[src/rtl/regfile_sb.sv]
// -----------------------------------------------------------------------------
// regfile_sb
//
// Integer register file with an integrated issue scoreboard.
//
// Two combinational read ports, one synchronous writeback port, and a
// per-register pending bit that tracks instructions which have issued but not
// yet written back. An issuing instruction stalls while any of its sources
// (RAW) or its destination (WAW) is pending. Register 0 is hardwired to zero
// and is never pending.
//
// Optional feature macro: REGFILE_BYPASS_EN
//   defined   : write-through forwarding. A writeback in the current cycle is
//               forwarded to the read ports, and its pending bit is treated
//               as already clear for hazard checking, so a dependent
//               instruction issues in the same cycle as the writeback.
//   undefined : reads come from the array only and hazards use the registered
//               pending bits. A dependent instruction issues one cycle after
//               its producer writes back.
//
// Ports
//   clk       in   rising-edge clock
//   reset     in   asynchronous, active-high reset (clears regs, pend, count)
//   rr1, rr2  in   read addresses (issuing instruction's rs1 / rs2)
//   rd1, rd2  out  read data, combinational
//   we        in   writeback valid
//   wr        in   writeback address (0 is ignored)
//   wd        in   writeback data
//   iss_valid in   an instruction is presented for issue
//   iss_wr    in   destination of the issuing instruction (0 = none)
//   stall     out  issue blocked this cycle
//   flush     in   synchronous clear of all pending bits
//   pend_cnt  out  number of registers currently pending (registered)
//
// Issue handshake: iss_valid is the valid and !stall is the ready. An issue is
// accepted on a rising edge where iss_valid=1 and stall=0; a stalled
// instruction must be held by the issuer until it is accepted. stall is 0
// whenever iss_valid is 0, and it is derived only from registered pending
// state and current inputs, so there is no loop back into iss_valid.
// -----------------------------------------------------------------------------
module regfile_sb #(
    parameter int XLEN = 32,
    parameter int AW   = 5
) (
    input  logic            clk,
    input  logic            reset,
    input  logic [AW-1:0]   rr1,
    input  logic [AW-1:0]   rr2,
    output logic [XLEN-1:0] rd1,
    output logic [XLEN-1:0] rd2,
    input  logic            we,
    input  logic [AW-1:0]   wr,
    input  logic [XLEN-1:0] wd,
    input  logic            iss_valid,
    input  logic [AW-1:0]   iss_wr,
    output logic            stall,
    input  logic            flush,
    output logic [AW:0]     pend_cnt
);

    localparam int NREG = 2 ** AW;

    // One-hot decode of a register address.
    function automatic logic [NREG-1:0] onehot(input logic [AW-1:0] a);
        logic [NREG-1:0] v;
        v    = '0;
        v[a] = 1'b1;
        return v;
    endfunction

    // -------------------------------------------------------------------------
    // State
    // -------------------------------------------------------------------------
    // Entry 0 is reset to zero and never written; reads of address 0 are also
    // forced to zero explicitly so the intent does not depend on that entry.
    logic [XLEN-1:0] regs [NREG];
    logic [NREG-1:0] pend;
    logic [AW:0]     cnt_q;

    // -------------------------------------------------------------------------
    // Writeback decode
    // -------------------------------------------------------------------------
    logic            wb_hit;
    logic [NREG-1:0] wb_vec;

    assign wb_hit = we && (wr != '0);
    assign wb_vec = wb_hit ? onehot(wr) : '0;

    // -------------------------------------------------------------------------
    // Read ports
    // -------------------------------------------------------------------------
    logic [XLEN-1:0] arr_rd1;
    logic [XLEN-1:0] arr_rd2;

    assign arr_rd1 = (rr1 == '0) ? '0 : regs[rr1];
    assign arr_rd2 = (rr2 == '0) ? '0 : regs[rr2];

    // Registers whose pending bit is hidden from the hazard check this cycle.
    logic [NREG-1:0] haz_mask;

`ifdef REGFILE_BYPASS_EN
    // Forward the in-flight writeback to any port reading the same register,
    // and treat that register as no longer pending for this cycle's issue.
    assign rd1      = (wb_hit && (rr1 == wr)) ? wd : arr_rd1;
    assign rd2      = (wb_hit && (rr2 == wr)) ? wd : arr_rd2;
    assign haz_mask = wb_vec;
`else
    assign rd1      = arr_rd1;
    assign rd2      = arr_rd2;
    assign haz_mask = '0;
`endif

    // -------------------------------------------------------------------------
    // Hazard detection and issue accept
    // -------------------------------------------------------------------------
    logic [NREG-1:0] pend_vis;
    logic            hazard;
    logic            accept;
    logic            set_hit;
    logic [NREG-1:0] set_vec;

    assign pend_vis = pend & ~haz_mask;
    assign hazard   = pend_vis[rr1] | pend_vis[rr2] | pend_vis[iss_wr];
    assign stall    = iss_valid && hazard;
    assign accept   = iss_valid && !hazard;

    // An accepted issue with a real destination marks it pending. flush on the
    // same edge overrides the set.
    assign set_hit  = accept && (iss_wr != '0) && !flush;
    assign set_vec  = set_hit ? onehot(iss_wr) : '0;

    // -------------------------------------------------------------------------
    // Next pending state and count
    // -------------------------------------------------------------------------
    logic [NREG-1:0] pend_nxt;
    logic            cnt_inc;
    logic            cnt_dec;
    logic [AW:0]     cnt_nxt;

    // Clear from writeback is applied first so that a same-edge set of the
    // same register wins and leaves the bit at 1.
    always_comb begin
        pend_nxt = (pend & ~wb_vec) | set_vec;
        if (flush) begin
            pend_nxt = '0;
        end
    end

    // Count tracks bit transitions rather than recounting the vector:
    //   inc : a set lands on a bit that was clear
    //   dec : a clear lands on a bit that was set, and is not overridden by a
    //         same-edge set of that register
    assign cnt_inc = set_hit && !pend[iss_wr];
    assign cnt_dec = wb_hit && pend[wr] && !(set_hit && (iss_wr == wr));

    always_comb begin
        cnt_nxt = cnt_q;
        if (flush) begin
            cnt_nxt = '0;
        end else if (cnt_inc && !cnt_dec) begin
            cnt_nxt = cnt_q + 1'b1;
        end else if (cnt_dec && !cnt_inc) begin
            cnt_nxt = cnt_q - 1'b1;
        end
    end

    assign pend_cnt = cnt_q;

    // -------------------------------------------------------------------------
    // Sequential state
    // -------------------------------------------------------------------------
    always_ff @(posedge clk or posedge reset) begin
        if (reset) begin
            for (int i = 0; i < NREG; i++) begin
                regs[i] <= '0;
            end
        end else if (wb_hit) begin
            regs[wr] <= wd;
        end
    end

    always_ff @(posedge clk or posedge reset) begin
        if (reset) begin
            pend  <= '0;
            cnt_q <= '0;
        end else begin
            pend  <= pend_nxt;
            cnt_q <= cnt_nxt;
        end
    end

endmodule

[config.mk]
export PLATFORM = sky130hd
export DESIGN_NAME = regfile_sb
export DESIGN_NICKNAME = d
export VERILOG_FILES = /design/src/rtl/regfile_sb.sv
export SDC_FILE = /design/constraint.sdc
export NUM_CORES = 2
export LEC_CHECK = 0
export CAP_MARGIN = 40
export CELL_PAD_IN_SITES_DETAIL_PLACEMENT = 1
export CELL_PAD_IN_SITES_GLOBAL_PLACEMENT = 2
export CORE_AREA = 2 2 331 333
export CTS_BUF_LIST = sky130_fd_sc_hd__clkbuf_8
export CTS_CLUSTER_DIAMETER = 100
export DETAILED_ROUTE_END_ITERATION = 8
export DIE_AREA = 0 0 333 335
export PLACE_DENSITY = 0.95
export SLEW_MARGIN = 20
export SYNTH_ARGS = -nofsm -noshare
export SYNTH_HDL_FRONTEND = slang
export SYNTH_SLANG_ARGS = --single-unit
[constraint.sdc]
create_clock -name clk -period 73.5 [get_ports clk]
set_clock_uncertainty 0.2 [all_clocks]
set_input_delay 11.025 -clock clk [delete_from_list [all_inputs] [get_ports clk]]
set_output_delay 11.025 -clock clk [all_outputs]
set_load 0.01 [all_outputs]
==> flow_summary.yaml <==
placement:
  dp_slack_ns: 46.09
  dpl-instance-area_um2: 60600
  dp_hpwl_mm: 108
  io_buffers: 127
  gp_congestion: 0.813
  dpl.cell_count: 4793
final_layout:
  drive_gt1_share_pct: 57.0
  layoutNonFillerInstCount: 5122
  syn2layout_area_growth_pct: 13.2
  layout_commonest_cell: "dfrtp_1"
  design_area_um2: 64400
  layout_common_cells: "dfrtp_1 (1062), mux2_2 (994), mux4_2 (659), clkbuf_8 (215), clkdlybuf4s50_1 (118)"
  nets: 3629
  fillers: 9464
sta:
  setup_violations: 0
  timing.fmax_mhz: 37.7
  slew_viol_final: 0
  finalSetupTns_ns: 0
  worst_slew_pin_slew_ns: 1.24
  fin_crit_ns: 26.49
  finalCritPeriodShare_pct: 36.0
  rsz0062_at_grt: "false"
  hold_viol_final: 0
  whs_ns: 0.193
  worst_slack_ns: 47.01
  relSlewSlack_pct: 17.6
clock_tree:
  htreeDepth: 4
  cts.clk_slew.worst_paths_ns: 0.06
  cts_root_buf: "clkbuf_8"
  insertion_delay_ns: 0.89
  postCtsHoldBufs: 0
  cts_tree: "yes"
  cts_setup_buffers: 0
  cts_sinks: 1062
  cts_buffer_depth: 3
  cts_made_buffers: 180
  ctsResizeCount: 0
power:
  powerDensity_nw_per_um2: 26.9
  switching_share_pct: 29.7
  combPwrFrac_pct: 22.5
  cellInternalPower_uw: 1220
  p_leak_uw: 0.0280
  clkPwrFrac_pct: 31.9
  seq_power_share_pct: 45.6
  switching_power_uw: 513
  vdd_drop_max_uv: 20.6
run:
  drv_cap: 0
synthesis:
  ys_types: 58
  postSynthCellCount: 3527
  syn_area_per_cell_um2: 16.1
  yosys-top-cells-area: "dfrtp_1 (47%), mux4_2 (26%), mux2_2 (20%)"
  yosys_most_used_dff: "dfrtp_1"
  syn_area_um2: 56800
  synth-seq-area-share_pct: 46.8
  yosys_warnings: 0
  synth_nets: 3589
  async_flop_share_pct: 100
  synth_top_area_share_pct: 46.8
  yosys.area.top_type: "dfrtp_1"
  synth_edf_count: 0
  synth_seq_cells: 1062
floorplan:
  die_width_um: 333
  io_pins: 128
  start_util_pct: 52.6
  num_rows: 121
  die_h_um: 335
  core_area_um2: 108000
  die_area_um2: 112000
routing:
  vias: 36700
  drt-pass1-iter-count: 5
  drt-vias-per-instance: 7.16
  drc_errors: 0
  ant_nets: 0
  drtIter0Drc: 3748
  wl_per_cell_um: 36.9
  wl_mm: 189
critical_path:
  cp_slowest_cell: "mux4_2"
  crit_end: "rd2[17]"
  required_ns: 62.28
  rr_startpoint: "pend[18]"
  crit_type: "input pin to output port"
  reg2reg_to: "pend_cnt[5]"
  startpoint: "rr2[0]"
  path_cells: "buf_8 -> buf_4 -> buf_16 -> buf_12 -> buf_16 -> mux4_2 -> mux4_2 -> mux2i_1 -> nor2_1 -> clkdlybuf4s50_1"
  startpoint_type: "input pin"
  rrSetupSlack_ns: 68.71
  rr_worst_depth: 14
  slowest_delay_ns: 0.62
  worstPathArrival_ns: 15.27
  critPathMaxFanout: 79
  cp-end-kind: "output port"
hold_path:
  hold_path.class: "flip-flop to flip-flop"
global_route:
  grt_pass1_vias: 41100
  track_usage_pct: 34.6
  grt_first_pass_wirelength_mm: 283
  overflow: 0
  grt_start_max_net_pins: 168
  antenna_found_initial: 7
status:
  status: "finished clean"
-- cells in the mapped netlist (3+ instances only) --
cell	instances
mux2i_1	90
or4_1	7
inv_1	18
xor2_1	3
clkbuf_1	297
and3b_1	6
xnor2_1	5
nand2_1	42
mux4_2	659
nand3b_1	9
o211ai_1	6
nor3_1	5
ha_1	4
nand2b_1	3
o32ai_1	12
nor2_1	87
nor2b_1	7
a21oi_1	13
nor3b_1	5
mux2_2	994
nand3_1	21
and3_1	3
a22oi_1	11
dfrtp_1	1062
o21ai_0	12
buf_1	104
-- layout make-up --
class / instances / area (um2) / area share [%]
Sequential cell: 1062 / 26600 / 41.3
Clock buffer: 215 / 2960 / 4.60
Timing Repair Buffer: 264 / 3400 / 5.28
Multi-Input combinational cell: 2039 / 28900 / 44.9
Antenna cell: 5 / 12.5 / 0.0194
Tap cell: 1414 / 1770 / 2.75
Clock inverter: 103 / 671 / 1.04
Inverter: 20 / 83.8 / 0.130
-- state kept, by name, summed over array words and instances (netlist names) --
signal / count
pend_cnt: 6
regs: 1024
pend: 32
-- stage by stage --
step | utilization [%] | power (uW)
6_report | 59.5 | 1730
5_1_grt | 59.5 | 1790
4_1_cts | 59.4 | 1730
3_5_place_dp | 56.0 | 1170
3_3_place_gp | 54.6 | 1120
2_1_floorplan | - | 1030
-- critical path, delay by kind of cell --
family	cells	cell delay, ns
and+or+nand+nor	1	0.12
buffers and inverters	6	2.44
muxes	3	1.50
-- worst min path at each step --
stage          startpoint    endpoint  slack (ns)  depth (start not counted)
2_1_floorplan  regs[1000]  regs[1000]        0.24                          1
3_3_place_gp   regs[1016]  regs[1016]        0.18                          0
3_5_place_dp    regs[994]   regs[994]        0.18                          0
4_1_cts         regs[994]   regs[994]        0.20                          0
5_1_grt         regs[998]   regs[998]        0.21                          0
6_report       regs[1000]  regs[1000]        0.19                          0
-- routing by layer --
layer  track usage, %  wire length [um]  vias to the layer above  share of wire, %
met3             7.37             14300                      657               7.5
met5                0                13                        -            0.0069
met1             42.4             68000                    20100                36
li1                 -                 -                    13900                 -
met4             21.9             12100                        2               6.4
met2             56.4             94800                     2076                50
-- power by group through the flow --
stage | clock, uW | combinational, uW | sequential, uW
global route | 582 | 410 | 797
global placement | 0 | 352 | 765
finish | 551 | 390 | 788
CTS | 556 | 390 | 782
floorplan | 0 | 280 | 752
detailed placement | 0 | 381 | 786
-- kinds of logic after synthesis --
| logic type | synth area share, % |
|---|---|
| adder cells (fa/ha/maj) | 0.123 |
| XOR/XNOR | 0.123 |
| buffers and inverters | 2.85 |
| AO/OA/AOI/OAI | 0.909 |
| flip-flops | 46.8 |
| AND/OR/NAND/NOR | 1.76 |
| multiplexers | 47.5 |
(Power assumes the default switching activity.)
